===== config.mk =====
export PLATFORM = sky130hd
export DESIGN_NAME = audio_clk_gen
export DESIGN_NICKNAME = d
export VERILOG_FILES = /design/src/rtl/audio_clk_gen.sv
export SDC_FILE = /design/constraint.sdc
export NUM_CORES = 1
export LEC_CHECK = 0
export CAP_MARGIN = 15
export CORE_AREA = 8 8 101 103
export DETAILED_ROUTE_END_ITERATION = 16
export DIE_AREA = 0 0 109 111
export DONT_BUFFER_PORTS = 1
export PLACE_DENSITY = 0.68
export SLEW_MARGIN = 20
export SYNTH_ARGS = -nofsm -noshare
export SYNTH_HDL_FRONTEND = slang
export SYNTH_SLANG_ARGS = --single-unit
export TNS_END_PERCENT = 50

===== constraint.sdc =====
create_clock -name clkin -period 7.5 [get_ports clkin]
set_input_delay 0.375 -clock clkin [delete_from_list [all_inputs] [get_ports clkin]]
set_output_delay 0.375 -clock clkin [all_outputs]
set_load 0.02 [all_outputs]

===== src/rtl/audio_clk_gen.sv =====
// Phase-accumulator audio bit-clock generator with I2S/TDM slot counters,
// frame sync and a lock indication.
module audio_clk_gen #(
  parameter int unsigned ACC_W       = 24,
  parameter int unsigned SLOT_BITS   = 32,
  parameter int unsigned CHANNELS    = 2,
  parameter int unsigned LOCK_CYCLES = 1024
) (
  input  logic                         clkin,
  input  logic                         reset,
  input  logic                         enable,
  input  logic [ACC_W-1:0]             incr,
  input  logic                         incr_valid,
  output logic                         bclk,
  output logic                         bclk_rise_stb,
  output logic                         bclk_fall_stb,
  output logic                         lrclk,
  output logic [$clog2(CHANNELS)-1:0]  slot,
  output logic [$clog2(SLOT_BITS)-1:0] bit_idx,
  output logic                         lock
);

  localparam int unsigned SLOT_W = $clog2(CHANNELS);
  localparam int unsigned BIT_W  = $clog2(SLOT_BITS);
  localparam int unsigned CNT_W  = $clog2(LOCK_CYCLES + 1);

  logic [ACC_W-1:0]  incr_q,  incr_d;
  logic [ACC_W-1:0]  acc_q,   acc_d;
  logic              bclk_q,  bclk_d;
  logic              rise_q,  rise_d;
  logic              fall_q,  fall_d;
  logic              lrclk_q, lrclk_d;
  logic [SLOT_W-1:0] slot_q,  slot_d;
  logic [BIT_W-1:0]  bit_q,   bit_d;
  logic [CNT_W-1:0]  cnt_q,   cnt_d;
  logic              lock_q,  lock_d;

  logic [ACC_W:0]    sum_c;
  logic              carry_c;
  logic              fall_evt_c;

  // Next-state: load/clear beats enable; carry out of the accumulator toggles bclk.
  always_comb begin
    incr_d  = incr_q;
    acc_d   = acc_q;
    bclk_d  = bclk_q;
    rise_d  = 1'b0;
    fall_d  = 1'b0;
    lrclk_d = lrclk_q;
    slot_d  = slot_q;
    bit_d   = bit_q;
    cnt_d   = cnt_q;
    lock_d  = lock_q;

    sum_c      = {1'b0, acc_q} + {1'b0, incr_q};
    carry_c    = sum_c[ACC_W];
    fall_evt_c = carry_c & bclk_q;

    if (incr_valid) begin
      incr_d  = incr;
      acc_d   = '0;
      bclk_d  = 1'b0;
      lrclk_d = 1'b0;
      slot_d  = '0;
      bit_d   = '0;
      cnt_d   = '0;
      lock_d  = 1'b0;
    end else if (!enable) begin
      cnt_d  = '0;
      lock_d = 1'b0;
    end else begin
      acc_d  = sum_c[ACC_W-1:0];
      bclk_d = bclk_q ^ carry_c;
      rise_d = carry_c & ~bclk_q;
      fall_d = fall_evt_c;

      // Slot/bit position advances on the falling bclk edge.
      if (fall_evt_c) begin
        if (bit_q == BIT_W'(SLOT_BITS - 1)) begin
          bit_d  = '0;
          slot_d = (slot_q == SLOT_W'(CHANNELS - 1)) ? '0 : slot_q + SLOT_W'(1);
        end else begin
          bit_d = bit_q + BIT_W'(1);
        end
        if (CHANNELS == 2) begin
          lrclk_d = slot_d[0];
        end else begin
          lrclk_d = (slot_d == '0) && (bit_d == '0);
        end
      end

      if (incr_q != '0) begin
        if (cnt_q != CNT_W'(LOCK_CYCLES)) begin
          cnt_d = cnt_q + CNT_W'(1);
        end
        lock_d = (cnt_d == CNT_W'(LOCK_CYCLES));
      end
    end
  end

  always_ff @(posedge clkin or posedge reset) begin
    if (reset) begin
      incr_q  <= '0;
      acc_q   <= '0;
      bclk_q  <= 1'b0;
      rise_q  <= 1'b0;
      fall_q  <= 1'b0;
      lrclk_q <= 1'b0;
      slot_q  <= '0;
      bit_q   <= '0;
      cnt_q   <= '0;
      lock_q  <= 1'b0;
    end else begin
      incr_q  <= incr_d;
      acc_q   <= acc_d;
      bclk_q  <= bclk_d;
      rise_q  <= rise_d;
      fall_q  <= fall_d;
      lrclk_q <= lrclk_d;
      slot_q  <= slot_d;
      bit_q   <= bit_d;
      cnt_q   <= cnt_d;
      lock_q  <= lock_d;
    end
  end

  assign bclk          = bclk_q;
  assign bclk_rise_stb = rise_q;
  assign bclk_fall_stb = fall_q;
  assign lrclk         = lrclk_q;
  assign slot          = slot_q;
  assign bit_idx       = bit_q;
  assign lock          = lock_q;

endmodule


==> results.json, run 1 <==
{
  "outcome": "completed",
  "rsz0062_at_grt": "no",
  "synth_area_leaders": "dfrtp_1 39%, ha_1 8.4%, mux2_2 5.8%, nand2_1 3.7%, a21oi_1 3.6%",
  "timing.fmax_ghz": 0.3005,
  "ys.flop_type": "dfrtp_1",
  "setup_tns_ns": 0,
  "max_cap_violations": 0,
  "drcViolationCount": 0,
  "initial_utilization_pct": 52.00,
  "cts_resized": 0,
  "wl_per_cell_um": 16.22,
  "grt_pass1_wl_um": 16040,
  "ys_seq_elements": 69,
  "drive_gt1_share_pct": 11.61,
  "r2r_cells": 15,
  "drt-initial-drc-count": 164,
  "ys_types": 61,
  "grt_pass1_vias": 3330,
  "finalHoldViolCount": 0,
  "cpMostUsedCell": "a21oi_1",
  "max_stage_delay_ns": 0.39,
  "routabilityCongestion": 0.8828,
  "crit_path_end_kind": "flip-flop",
  "hp-start": "incr_valid",
  "setup_viol": 0,
  "post-route-cell-area_sq_mm": 0.004721,
  "ant_nets": 0,
  "die_w_um": 109,
  "fin_crit_ns": 3.328,
  "hold_path.class": "in2reg",
  "synth.most_common_cell": "dfrtp_1",
  "path_max_fanout": 5,
  "tightest_slew_ns": 0.8532,
  "p_total_mw": 1.195,
  "critPathArrivalTime_ns": 3.57,
  "area_growth_pct": 6.162,
  "first_pass_iters": 4,
  "rr_endpoint": "bit_idx[2]",
  "synth_area_per_cell_sq_um": 9.381,
  "cts_buffers": 9,
  "root_buffer": "clkbuf_8",
  "cts_htree_levels": 3,
  "antenna_found_initial": 0,
  "diodes": 0,
  "rows": 34,
  "yosysWarnings": 0,
  "hold_end": "acc_q[23]",
  "grt_max_degree": 70,
  "synth-async-reset-ratio_pct": 100.0,
  "whs_path_depth": 1,
  "path_cells": "ha_1, inv_1, fa_1, nand2b_1, a21oi_1, o2111ai_2, a21o_1, a21oi_1, or4b_1, a31o_2, ha_1, and2_0, o21ai_0, a21oi_1, nor2_1",
  "relSlewSlack_pct": 43.12,
  "ys_seq_area_share_pct": 38.83,
  "peakVddDrop_uv": 156.9,
  "crit_slowest_cell": "fa_1",
  "crit_type": "reg2reg",
  "syn-cell-area_sq_mm": 0.004447,
  "r2r_start": "incr_q[0]",
  "cts.sinks": 69,
  "cts_buffer_depth": 2,
  "cp_data_required_time_ns": 7.74,
  "path_clk_slew_ns": 0.08,
  "via_count": 3445,
  "clk_latency_ns": 0.35,
  "syn-num-nets": 533,
  "report.final.slew_viol_count": 0,
  "post_cts_buffers": 0,
  "ctsHoldBuffers": 0,
  "cts_tree": "built",
  "drt-total-wl_um": 9296,
  "syn_inst": 474,
  "overflow": 0,
  "synth_top_area_cell": "dfrtp_1",
  "portBuffers": 0,
  "dp_hpwl_um": 6572,
  "synthTopCellsByCount": "69 x dfrtp_1, 44 x nand2_1, 38 x nor2_1",
  "power_density_mw_per_mm2": 253.2,
  "track_usage_pct": 16.13,
  "io_pins": 39,
  "synth_top_area_share_pct": 38.83,
  "synth_edf_count": 0,
  "finalClockSkew_ns": 0.01273,
  "p_leak_nw": 2.171,
  "die_area_sq_mm": 0.01210,
  "coreArea_sq_mm": 0.008551,
  "fin_nets": 519,
  "cp-startpoint": "incr_q[0]",
  "die_h_um": 111,
  "period_share_pct": 44.37,
  "viasPerCell": 6.012,
  "r2r_slack_ns": 4.17,
  "worst_setup_path_start_kind": "flip-flop",
  "place_area_sq_mm": 0.004463,
  "fillers": 782
}
## metrics by stage
| step | cells | worst slack [ns] | hold WS, ns | util (%) |
|---|---|---|---|---|
| floorplan | 474 | 4.449 | 0.4538 | - |
| global placement | 557 | 4.284 | 0.4559 | 52.19 |
| detailed placement | 557 | 4.193 | 0.4550 | 52.19 |
| CTS | 573 | 4.165 | 0.07675 | 55.21 |
| global route | 573 | 3.880 | 0.06923 | 55.21 |
| finish | 573 | 4.172 | 0.08888 | 55.21 |
## flip-flops by register name (all words and copies together), names as in the netlist
| register | cells |
|---|---|
| bit_idx | 5 |
| bclk_rise_stb | 1 |
| incr_q | 24 |
| bclk_fall_stb | 1 |
| slot | 1 |
| lock | 1 |
| acc_q | 24 |
| cnt_q | 11 |
| bclk | 1 |
## critical path: cells and delay by family (launching register included)
family	cells	cell delay (ns)
AO/OA/AOI/OAI	7	1.35
flip-flops	1	0.38
adder cells (fa/ha/maj)	3	0.76
AND/OR/NAND/NOR	4	0.67
buffers and inverters	1	0.06
## metal layers
layer	global-route usage [%]	vias up	share of wire [%]
met1	22.36	1654	49
met5	0	-	0
met2	23.47	91	43
met4	5.662	0	1.4
li1	-	1692	-
met3	4.186	8	6.3
## where the power goes
group,leakage [nW],total (mW),internal [mW],switching (mW)
Combinational,1.16,0.361,0.158,0.202
Clock,0.126,0.388,0.240,0.149
Sequential,0.890,0.446,0.414,0.0329
## worst max-delay path by stage
stage / end / slack [ns] / cells past startpoint
6_report: bit_idx[2] / 4.17 / 15
5_1_grt: slot / 3.88 / 15
4_1_cts: slot / 4.17 / 15
3_5_place_dp: slot / 4.19 / 15
3_3_place_gp: slot / 4.28 / 15
2_1_floorplan: slot / 4.45 / 15
## cell type report
cell class                      instances  area [sq um]  area share, %
Clock buffer                           11         151.4          3.207
Clock inverter                          5         106.4          2.253
Inverter                               12         45.04         0.9541
Multi-Input combinational cell        367          2549          53.99
Sequential cell                        69          1727          36.58
Tap cell                              108         135.1          2.862
Timing Repair Buffer                    1         7.507         0.1590
## cells by family (layout without fill, tap and decap cells)
kind of cell | Yosys count | count (layout) | share of synthesized area [%]
simple gates | 162 | 162 | 18.57
compound gates | 120 | 120 | 17.56
flops | 69 | 69 | 38.83
buf+inv | 38 | 29 | 3.854
mux | 36 | 36 | 8.751
fa+ha+maj | 31 | 31 | 8.891
xor+xnor | 18 | 18 | 3.545
## cell usage in the layout, fill, tap and decap left out, types with 8 or more instances in the layout
master / count
and3_1: 9
a21oi_1: 32
ha_1: 30
mux2_2: 23
nor4_1: 9
xnor2_1: 9
nand4_1: 8
a21o_1: 17
inv_1: 11
o21ai_0: 31
nor2_1: 38
mux2i_1: 13
clkbuf_8: 11
dfrtp_1: 69
xor2_1: 9
nand2b_1: 9
nand2_1: 44
nand3_1: 15
(Power assumes the default switching activity.)
==> run 2: changes to the inputs <==
ABC_AREA = 1   (was not set)
CORE_AREA = 8 8 103 105   (was 8 8 101 103)
DIE_AREA = 0 0 111 113   (was 0 0 109 111)
PLACE_DENSITY = 0.7   (was 0.68)
clock period = 2.8 ns   (was 7.5 ns; I/O delays follow)
==> results.json, run 2 <==
{
  "muxShareOfSynthArea_pct": 0,
  "fillers": 818,
  "via_count": 4446,
  "cts_tree": "built",
  "synth_area_leaders": "dfrtp_1 37%, nand2_1 17%, ha_1 8.1%, inv_1 6.9%, nor2_1 4.8%",
  "regArea_sq_mm": 0.001727,
  "area_growth_pct": 15.35,
  "routabilityCongestion": 0.9337,
  "initial_utilization_pct": 51.39,
  "clk_latency_ns": 0.35,
  "synth_compound_area_share_pct": 11.26,
  "dp_hpwl_um": 9533,
  "path_clk_slew_ns": 0.08,
  "cts_htree_levels": 3,
  "rows": 35,
  "overflow": 0,
  "rr_endpoint": "bclk_rise_stb",
  "crit_end": "bclk_rise_stb",
  "grt_max_degree": 51,
  "grt_pass1_wl_um": 21490,
  "place_area_sq_mm": 0.004726,
  "synth_edf_count": 0,
  "period_share_pct": 93.04,
  "track_usage_pct": 20.79,
  "crit_type": "reg2reg",
  "r2r_slack_ns": 0.19,
  "root_buffer": "clkbuf_8",
  "r2r_cells": 12,
  "synth_area_per_cell_sq_um": 7.065,
  "ys_types": 35,
  "synth_top_family_by_area": "simple AND/OR/NAND/NOR gates",
  "rsz0062_at_grt": "no",
  "r2r_start": "incr_q[9]",
  "relSlewSlack_pct": 40.40,
  "syn-num-nets": 712,
  "syn-cell-area_sq_mm": 0.004613,
  "timing.fmax_ghz": 0.3838,
  "cts_buffer_depth": 2,
  "first_pass_iters": 7,
  "coreArea_sq_mm": 0.008977,
  "ys.flop_type": "dfrtp_1",
  "grt_pass1_vias": 4477,
  "crit_path_end_kind": "flip-flop",
  "die_w_um": 111,
  "drcViolationCount": 0,
  "antenna_found_initial": 0,
  "cts_buffers": 9,
  "setup_tns_ns": 0,
  "io_pins": 39,
  "power_density_mw_per_mm2": 565.4,
  "synth.most_common_cell": "nand2_1",
  "viasPerCell": 5.551,
  "setup_viol": 0,
  "syn_inst": 653,
  "post-route-cell-area_sq_mm": 0.005321,
  "drive_gt1_share_pct": 6.667,
  "final_cell_mix": "206 x nand2_1, 84 x inv_1, 69 x dfrtp_1",
  "synth-async-reset-ratio_pct": 100.0,
  "yosys.area_share.adder_pct": 8.571,
  "peakVddDrop_uv": 300.1,
  "synth_xor_area_share_pct": 1.709,
  "critPathArrivalTime_ns": 2.85,
  "ant_nets": 0,
  "ys_seq_area_share_pct": 37.43,
  "p_leak_nw": 2.703,
  "outcome": "completed",
  "fin_crit_ns": 2.605,
  "drt-initial-drc-count": 260,
  "synth_top_area_cell": "dfrtp_1",
  "tightest_slew_ns": 0.8930,
  "worst_setup_path_start_kind": "flip-flop",
  "fin_nets": 744,
  "top_regs": "acc_q (24), incr_q (24), cnt_q (11)",
  "portBuffers": 0,
  "final_common_cell": "nand2_1",
  "synth_top_area_share_pct": 37.43,
  "multi_input_area_sq_mm": 0.002514,
  "diodes": 0,
  "path_max_fanout": 5,
  "die_h_um": 113,
  "report.final.slew_viol_count": 0,
  "hold_path.class": "in2reg",
  "cp_data_required_time_ns": 3.05,
  "p_total_mw": 3.009,
  "finalClockSkew_ns": 0.01344,
  "wl_per_cell_um": 15.91,
  "die_area_sq_mm": 0.01254,
  "yosysWarnings": 0,
  "finalHoldViolCount": 0,
  "synthSimpleGateAreaFrac_pct": 32.52,
  "ys_seq_elements": 69,
  "max_cap_violations": 0,
  "drt-total-wl_um": 12740,
  "cp-startpoint": "incr_q[9]",
  "finish.utilization_pct": 59.28,
  "synthTopCellsByCount": "206 x nand2_1, 85 x inv_1, 69 x dfrtp_1",
  "cts.sinks": 69
}
[run 2: changes by cell type after synthesis, sizes merged, moves of 13 or more]
cell,before,now
nand3,15,43
a21o,18,1
mux2,23,0
inv,12,87
nor2,38,62
mux2i,13,0
nand2,45,209
[run 2: final cells by class]
type                    count  share of cell area, %
well taps                 111                  2.610
inverters                  87                  6.207
clock buffers              10                  2.398
multi-input cells         485                  47.24
flip-flops and latches     69                  32.45
repair buffers             33                  6.113
clock inverters             6                  2.986
[run 2: critical path, stage by stage, from the launching register on]
cell and delay (ns):
dfrtp_1 0.43, ha_1 0.38, a21oi_2 0.23, o21a_1 0.23, nand2_1 0.07, nand2_1 0.09, nand3_1 0.10, nand2_1 0.07
nand2_1 0.07, ha_1 0.19, nand2_1 0.06, nor2_1 0.03, dlygate4sd3_1 0.55
[run 2: kinds of logic after synthesis]
family,Yosys count
xor+xnor,9
simple gates,353
fa+ha+maj,31
flops,69
buf+inv,99
compound gates,92
[run 2: worst min-delay path by stage]
| stage | startpoint | end | slack (ns) | cells after the start |
|---|---|---|---|---|
| after global routing | enable | bclk_fall_stb | 0.04 | 2 |
| final | enable | bclk_fall_stb | 0.04 | 2 |
| after CTS | enable | bit_idx[4] | 0.03 | 3 |
| after detailed placement | incr_valid | bclk_rise_stb | 0.21 | 1 |
| after global placement | incr_valid | slot | 0.21 | 1 |
| after floorplan | enable | bclk_rise_stb | 0.25 | 2 |
[run 2: per-stage QoR]
stage | hold slack (ns) | setup WS, ns | std cells
6_report | 0.04253 | 0.1947 | 801
5_1_grt | 0.04351 | 0.004948 | 801
4_1_cts | 0.02796 | 0.1072 | 800
3_5_place_dp | 0.2136 | 0.1497 | 757
3_3_place_gp | 0.2117 | 0.3661 | 757
2_1_floorplan | 0.2479 | 0.5723 | 653
[run 2: per-layer routing]
metal,vias up,track usage [%],share of wire [%]
met4,0,8.468,2.7
met5,-,0,0
li1,2181,-,-
met2,119,36.96,49
met1,2115,23.85,43
met3,31,4.180,5.2
[run 2: power breakdown]
part	leakage (nW)	internal, mW	switching [mW]
sequential	0.904	1.07	0.0574
combinational	1.66	0.242	0.458
clock	0.141	0.774	0.403
total	2.70	2.09	0.918
[run 2: what timing repair did]
action,CTS,global route
gates resized for setup,0,7
endpoints found under the hold margin,76,0
setup buffers,0,1
hold buffers,27,0
endpoints found under the setup margin,0,4
